`config.mk`:
```
export PLATFORM = sky130hd
export DESIGN_NAME = iir_coef_ctrl_flat
export DESIGN_NICKNAME = d
export VERILOG_FILES = /design/src/rtl/iir_coef_ctrl_if.sv /design/src/rtl/iir_coef_ctrl.sv /design/src/flat_wrapper.sv
export SDC_FILE = /design/constraint.sdc
export NUM_CORES = 1
export LEC_CHECK = 0
export BUFFER_PORTS_ARGS = -buffer_cell sky130_fd_sc_hd__buf_2
export CORE_MARGIN = 2
export CORE_UTILIZATION = 30
export CTS_CLUSTER_SIZE = 12
export DETAILED_ROUTE_END_ITERATION = 8
export SYNTH_ARGS = -nofsm -noshare
export SYNTH_HDL_FRONTEND = slang
export SYNTH_SLANG_ARGS = --single-unit
```
`constraint.sdc`:
```
create_clock -name clk -period 4.28 [get_ports clk]
set_clock_uncertainty 0.15 [all_clocks]
set_input_delay 0.642 -clock clk [delete_from_list [all_inputs] [get_ports clk]]
set_output_delay 0.642 -clock clk [all_outputs]
set_load 0.03 [all_outputs]
```
`src/rtl/iir_coef_ctrl_if.sv`:
```
// Configuration bus between the register port and the IIR coefficient controller.
// The requester (master) writes coefficients and pulses commit; the controller (slave) answers.
interface iir_coef_ctrl_if #(
  parameter int COEF_W = 16
);
  logic              cfg_valid;
  logic              cfg_ready;
  logic [2:0]        cfg_addr;
  logic [COEF_W-1:0] cfg_data;
  logic              cfg_commit;
  logic              cfg_err;

  modport master (
    output cfg_valid, cfg_addr, cfg_data, cfg_commit,
    input  cfg_ready, cfg_err
  );

  modport slave (
    input  cfg_valid, cfg_addr, cfg_data, cfg_commit,
    output cfg_ready, cfg_err
  );
endinterface

```
`src/rtl/iir_coef_ctrl.sv`:
```
// Coefficient shadow/active banks for the biquad notch filter, plus the commit/flush/settle
// sequencer that holds the filter in reset and masks sample validity while its history refills.
module iir_coef_ctrl #(
  parameter int COEF_W       = 16,
  parameter int FLUSH_CYCLES = 4,
  parameter int PIPE_LAT     = 3
) (
  input  logic              clk,
  input  logic              rst,
  iir_coef_ctrl_if.slave    cfg,
  input  logic              in_valid_i,
  output logic              out_valid_o,
  output logic              busy_o,
  output logic              filt_rst_n_o,
  output logic [COEF_W-1:0] b0_o,
  output logic [COEF_W-1:0] b1_o,
  output logic [COEF_W-1:0] b2_o,
  output logic [COEF_W-1:0] a1_o,
  output logic [COEF_W-1:0] a2_o
);

  typedef enum logic [1:0] {IDLE, ARMED, FLUSH, SETTLE} state_e;

  // Bank index order matches cfg_addr: 0=B0, 1=B1, 2=B2, 3=A1, 4=A2.
  typedef logic [0:4][COEF_W-1:0] bank_t;

  localparam logic [COEF_W-1:0] B0_UNITY = COEF_W'(16384);
  localparam bank_t             BANK_RST = {B0_UNITY, {(4*COEF_W){1'b0}}};
  localparam int                CNT_MAX  = (FLUSH_CYCLES > PIPE_LAT) ? FLUSH_CYCLES : PIPE_LAT;
  localparam int                CNT_W    = $clog2(CNT_MAX + 1);

  state_e              state_q, state_d;
  logic [CNT_W-1:0]    cnt_q, cnt_d;
  bank_t               shadow_q, shadow_d;
  bank_t               active_q, active_d;
  logic [PIPE_LAT-1:0] valid_q, valid_d;
  logic                filt_rst_n_q, filt_rst_n_d;
  logic                busy_q, busy_d;
  logic                cfg_ready_q, cfg_ready_d;
  logic                cfg_err_q, cfg_err_d;
  logic                accept, legal;

  always_comb begin
    // NOTE: every always_comb output gets a default first so no path leaves it unassigned (no latch).
    state_d  = state_q;
    cnt_d    = cnt_q;
    shadow_d = shadow_q;
    active_d = active_q;

    accept = cfg.cfg_valid && cfg_ready_q;
    legal  = (cfg.cfg_addr <= 3'd4);

    // The write lands first so a same-cycle commit transfers the updated value.
    if (accept && legal) begin
      shadow_d[cfg.cfg_addr] = cfg.cfg_data;
    end

    unique case (state_q)
      IDLE: begin
        if (accept && legal) state_d = ARMED;
      end
      ARMED: begin
        if (cfg.cfg_commit) begin
          active_d = shadow_d;
          state_d  = FLUSH;
          cnt_d    = '0;
        end
      end
      FLUSH: begin
        if (cnt_q == CNT_W'(FLUSH_CYCLES - 1)) begin
          state_d = SETTLE;
          cnt_d   = '0;
        end else begin
          cnt_d = cnt_q + CNT_W'(1);
        end
      end
      SETTLE: begin
        if (cnt_q == CNT_W'(PIPE_LAT - 1)) begin
          state_d = IDLE;
          cnt_d   = '0;
        end else begin
          cnt_d = cnt_q + CNT_W'(1);
        end
      end
      default: begin
        state_d = FLUSH;
        cnt_d   = '0;
      end
    endcase

    filt_rst_n_d = (state_d != FLUSH);
    busy_d       = (state_d == FLUSH) || (state_d == SETTLE);
    cfg_ready_d  = (state_d == IDLE) || (state_d == ARMED);
    cfg_err_d    = accept && !legal;

    // A sample only advances when the filter is out of reset both now and next cycle,
    // so out_valid drops on the commit edge and nothing presented during flush survives.
    valid_d = '0;
    if (filt_rst_n_q && filt_rst_n_d) begin
      valid_d[0] = in_valid_i;
      for (int i = 1; i < PIPE_LAT; i++) valid_d[i] = valid_q[i-1];
    end
  end

  always_ff @(posedge clk) begin
    if (rst) begin
      // NOTE: the coefficient banks are reset too: the filter must see pass-through values after rst.
      state_q      <= FLUSH;
      cnt_q        <= '0;
      shadow_q     <= BANK_RST;
      active_q     <= BANK_RST;
      valid_q      <= '0;
      filt_rst_n_q <= 1'b0;
      busy_q       <= 1'b1;
      cfg_ready_q  <= 1'b0;
      cfg_err_q    <= 1'b0;
    end else begin
      // NOTE: sequential state uses non-blocking assignments only.
      state_q      <= state_d;
      cnt_q        <= cnt_d;
      shadow_q     <= shadow_d;
      active_q     <= active_d;
      valid_q      <= valid_d;
      filt_rst_n_q <= filt_rst_n_d;
      busy_q       <= busy_d;
      cfg_ready_q  <= cfg_ready_d;
      cfg_err_q    <= cfg_err_d;
    end
  end

  assign cfg.cfg_ready = cfg_ready_q;
  assign cfg.cfg_err   = cfg_err_q;
  assign out_valid_o   = valid_q[PIPE_LAT-1];
  assign busy_o        = busy_q;
  assign filt_rst_n_o  = filt_rst_n_q;
  assign b0_o          = active_q[0];
  assign b1_o          = active_q[1];
  assign b2_o          = active_q[2];
  assign a1_o          = active_q[3];
  assign a2_o          = active_q[4];

endmodule

```
`src/flat_wrapper.sv`:
```
// flat-port wrapper written by rule: the top's interface ports become plain ports
module iir_coef_ctrl_flat 
#(
  parameter int COEF_W       = 16,
  parameter int FLUSH_CYCLES = 4,
  parameter int PIPE_LAT     = 3
)
  (clk, rst, in_valid_i, out_valid_o, busy_o, filt_rst_n_o, b0_o, b1_o, b2_o, a1_o, a2_o, cfg_cfg_valid, cfg_cfg_addr, cfg_cfg_data, cfg_cfg_commit, cfg_cfg_ready, cfg_cfg_err);
  iir_coef_ctrl_if #(.COEF_W(COEF_W)) cfg_i ();
  input  logic clk;
  input  logic rst;
  input  logic in_valid_i;
  output logic out_valid_o;
  output logic busy_o;
  output logic filt_rst_n_o;
  output logic [COEF_W-1:0] b0_o;
  output logic [COEF_W-1:0] b1_o;
  output logic [COEF_W-1:0] b2_o;
  output logic [COEF_W-1:0] a1_o;
  output logic [COEF_W-1:0] a2_o;
  input wire logic [$bits(cfg_i.cfg_valid)-1:0] cfg_cfg_valid;
  input wire logic [$bits(cfg_i.cfg_addr)-1:0] cfg_cfg_addr;
  input wire logic [$bits(cfg_i.cfg_data)-1:0] cfg_cfg_data;
  input wire logic [$bits(cfg_i.cfg_commit)-1:0] cfg_cfg_commit;
  output wire logic [$bits(cfg_i.cfg_ready)-1:0] cfg_cfg_ready;
  output wire logic [$bits(cfg_i.cfg_err)-1:0] cfg_cfg_err;
  assign cfg_i.cfg_valid = cfg_cfg_valid;
  assign cfg_i.cfg_addr = cfg_cfg_addr;
  assign cfg_i.cfg_data = cfg_cfg_data;
  assign cfg_i.cfg_commit = cfg_cfg_commit;
  assign cfg_cfg_ready = cfg_i.cfg_ready;
  assign cfg_cfg_err = cfg_i.cfg_err;
  iir_coef_ctrl #(.COEF_W(COEF_W), .FLUSH_CYCLES(FLUSH_CYCLES), .PIPE_LAT(PIPE_LAT)) u_core (.clk(clk), .rst(rst), .cfg(cfg_i), .in_valid_i(in_valid_i), .out_valid_o(out_valid_o), .busy_o(busy_o), .filt_rst_n_o(filt_rst_n_o), .b0_o(b0_o), .b1_o(b1_o), .b2_o(b2_o), .a1_o(a1_o), .a2_o(a2_o));
endmodule
```
==> metrics <==
placed instance area 6640 sq um; post-synth top area share 58.2%; LEAKAGE 3.28 nW; hold_buf cts 0; ys flop type dfxtp_1; syn nets 615; Final HPWL DP 9050 microns; Routed met1 length 7450 microns; fin area 7230 sq um; Gate Count Post-Synth 587; R2R Path Start u_core.cfg.cfg_ready$_SDFF_PP0_; first-pass GRT wire length 22800 microns; CTS tree yes; PwrDens 450 nW/um^2; RSZ-0062 raised after global routing no; Hold Path End u_core.valid_q[2]$_SDFF_PP0_; uppermost layer routed met4; worst-skew pair later-pin latency 0.42 ns; 1st-pass router iterations 4; DR vias/cell 4.59; fmax 0.439 GHz; top fanout value on the critical path 16; Clock Tree Root clkbuf_16; clock tree buffer depth 2; post-synthesis cell area 5880 sq um; initial DRC count 230; sequential cell area fraction in the yosys report 58.2%; worst hold slack 0.269 ns; met3 WL post-DR 693 microns; Die W 144 microns; Async SR Flop Fraction 0%; final WL 15000 microns; setup bufs post-CTS 0; die area 20700 sq um; worst min path class flop to flop; CP Class flop to flop; fin crit period 2.28 ns; antenna violations before repair 0; synth-to-layout area growth 22.9%; Max-Cap Viols 0; CP max stage cell or4_1; CP max stage delay 0.96 ns; top post-synthesis cells by area dfxtp_1 58%, mux2i_1 14%, o21ai_0 6.9%; routed len/inst 15.7 microns; IO Port Bufs 108; Routed Antenna Nets 0; vias in the first global route 4024; layout cell share with drive strength beyond 1 23.4%; core box area 19300 sq um; # resized after CTS 0; worst reg2reg setup slack 2.00 ns; cell taking the most area after synthesis dfxtp_1; DIE HEIGHT 144 microns; Worst VDD drop 0.287 mV; reg2reg end u_core.b0_o[14]$_SDFFE_PP1P_; number of enable flip-flop cells after synthesis 0; FF+latch count, synth 171; largest net degree at the start of global routing 161; Worst EP required 4.39 ns; CP startpoint kind flop; final period utilization 53.2%; total chip power 3.25 mW; Mean Syn Cell Area 10.0 sq um; via count 4390; H-tree levels 4; outcome finished clean; Final Hold Viols 0; Synth Warn # 0; Netlist cell types 32; non-filler cells, final 956; CP Capture Type flop; row cnt 51; CTS clk-pin slew, worst paths 0.07 ns; clock sink count 171; Slew headroom 21.3%; total CTS buffers 17; Final Max Slew Viols 0; metal2 WL 6740 microns; Placer Congestion 0.734; final net count 706; drt drc 0; CP arrival 2.39 ns; hold_sp u_core.valid_q[1]$_SDFF_PP0_; Setup-failing EPs final 0; starting density of the core 30.4%; setup TNS 0 ns; worst path cell trace nand2_1 -> or4_1 -> mux2i_1 -> a31oi_1; number of antenna cells inserted 0; hold depth 2; grt ovf 0; Worst-Margin Slew 1.18 ns; GRT Overall Usage 14.7%; R2R depth 4; Top-Level Pins 109; DP Cell Count 924; filler instances 1968
## per-stage QoR
stage / utilization, % / setup slack [ns]
5_1_grt: 37.4 / 1.85
2_1_floorplan: - / 2.26
3_5_place_dp: 34.3 / 1.63
4_1_cts: 37.4 / 2.01
6_report: 37.4 / 2.00
3_3_place_gp: 34.3 / 1.68
## area by class of cell
| cell class | instances | area (sq um) | area share (%) |
|---|---|---|---|
| Multi-Input combinational cell | 365 | 2240 | 31.0 |
| Clock inverter | 13 | 143 | 1.97 |
| Timing Repair Buffer | 115 | 608 | 8.41 |
| Clock buffer | 19 | 453 | 6.26 |
| Sequential cell | 171 | 3420 | 47.3 |
| Inverter | 8 | 30.0 | 0.415 |
| Tap cell | 265 | 332 | 4.59 |
## cell usage in the layout (no fill, tap or decap), types with 2 or more instances in the layout
master / instances
dfxtp_1: 171
buf_2: 107
nor2_1: 84
o21ai_0: 81
mux2i_1: 80
a21oi_1: 74
clkbuf_16: 17
a21oi_2: 10
nand2_1: 9
buf_4: 7
inv_1: 6
clkinvlp_4: 5
ha_1: 4
nand4b_1: 2
inv_2: 2
nor3_1: 2
a31oi_1: 2
nand4_1: 2
nand3b_1: 2
o21a_1: 2
bufinv_16: 2
clkinv_2: 2
clkbuf_8: 2
clkinv_4: 2
inv_6: 2
## worst max-delay path by stage
stage                                               start                      endpoint  cells after the start
after global routing      u_core.cfg.cfg_ready$_SDFF_PP0_  u_core.b0_o[14]$_SDFFE_PP1P_                      4
after detailed placement                  cfg_cfg_addr[0]  u_core.b0_o[14]$_SDFFE_PP1P_                      4
after global placement                    cfg_cfg_addr[0]  u_core.b0_o[14]$_SDFFE_PP1P_                      4
final                     u_core.cfg.cfg_ready$_SDFF_PP0_  u_core.b0_o[14]$_SDFFE_PP1P_                      4
after floorplan                             cfg_cfg_valid  u_core.b0_o[10]$_SDFFE_PP0P_                      6
after CTS                 u_core.cfg.cfg_ready$_SDFF_PP0_  u_core.b0_o[14]$_SDFFE_PP1P_                      4
## kinds of logic after synthesis
kind of cell	synth area share (%)
multiplexers	13.6
flip-flops	58.2
buffers and inverters	3.83
AO/OA/AOI/OAI	15.4
adder cells (fa/ha/maj)	0.851
AND/OR/NAND/NOR	8.12
## worst max-delay path: cells and delay by family, from the launching register on
kind	cells	cell delay, ns
flops	1	0.37
mux	1	0.39
compound gates	1	0.11
simple gates	2	1.10
## state kept, by name, indices dropped and copies added, names as in the netlist
name,cells
u_core.cfg.cfg_ready,1
u_core.valid_q,3
u_core.a1_o,16
u_core.filt_rst_n_o,1
u_core.b1_o,16
u_core.state_q,1
u_core.busy_o,1
u_core.a2_o,16
u_core.b2_o,16
u_core.b0_o,16
u_core.cnt_q,3
u_core.cfg.cfg_err,1
u_core.shadow_q,80
## layer usage
layer / vias to the layer above / GRT usage [%]
met4: 0 / 4.18
met5: - / 0
met1: 2076 / 19.9
li1: 2213 / -
met3: 12 / 4.30
met2: 89 / 22.9
## synth_stat cells (all sizes together) (2+ instances only)
library cell    n
dfxtp         171
nor2           86
a21oi          84
o21ai          81
mux2i          80
clkbuf         28
buf            15
nand2           9
inv             7
ha              4
a31oi           2
nand3b          2
nand4           2
nand4b          2
nor3            2
o21a            2
## power by group
group          internal [mW]  switching (mW)  total (mW)
Clock                  0.894           0.650        1.54
Sequential              1.60         0.00844        1.61
Combinational         0.0295          0.0737       0.103
Total                   2.52           0.732        3.25
Power figures use the tool's default switching activity.
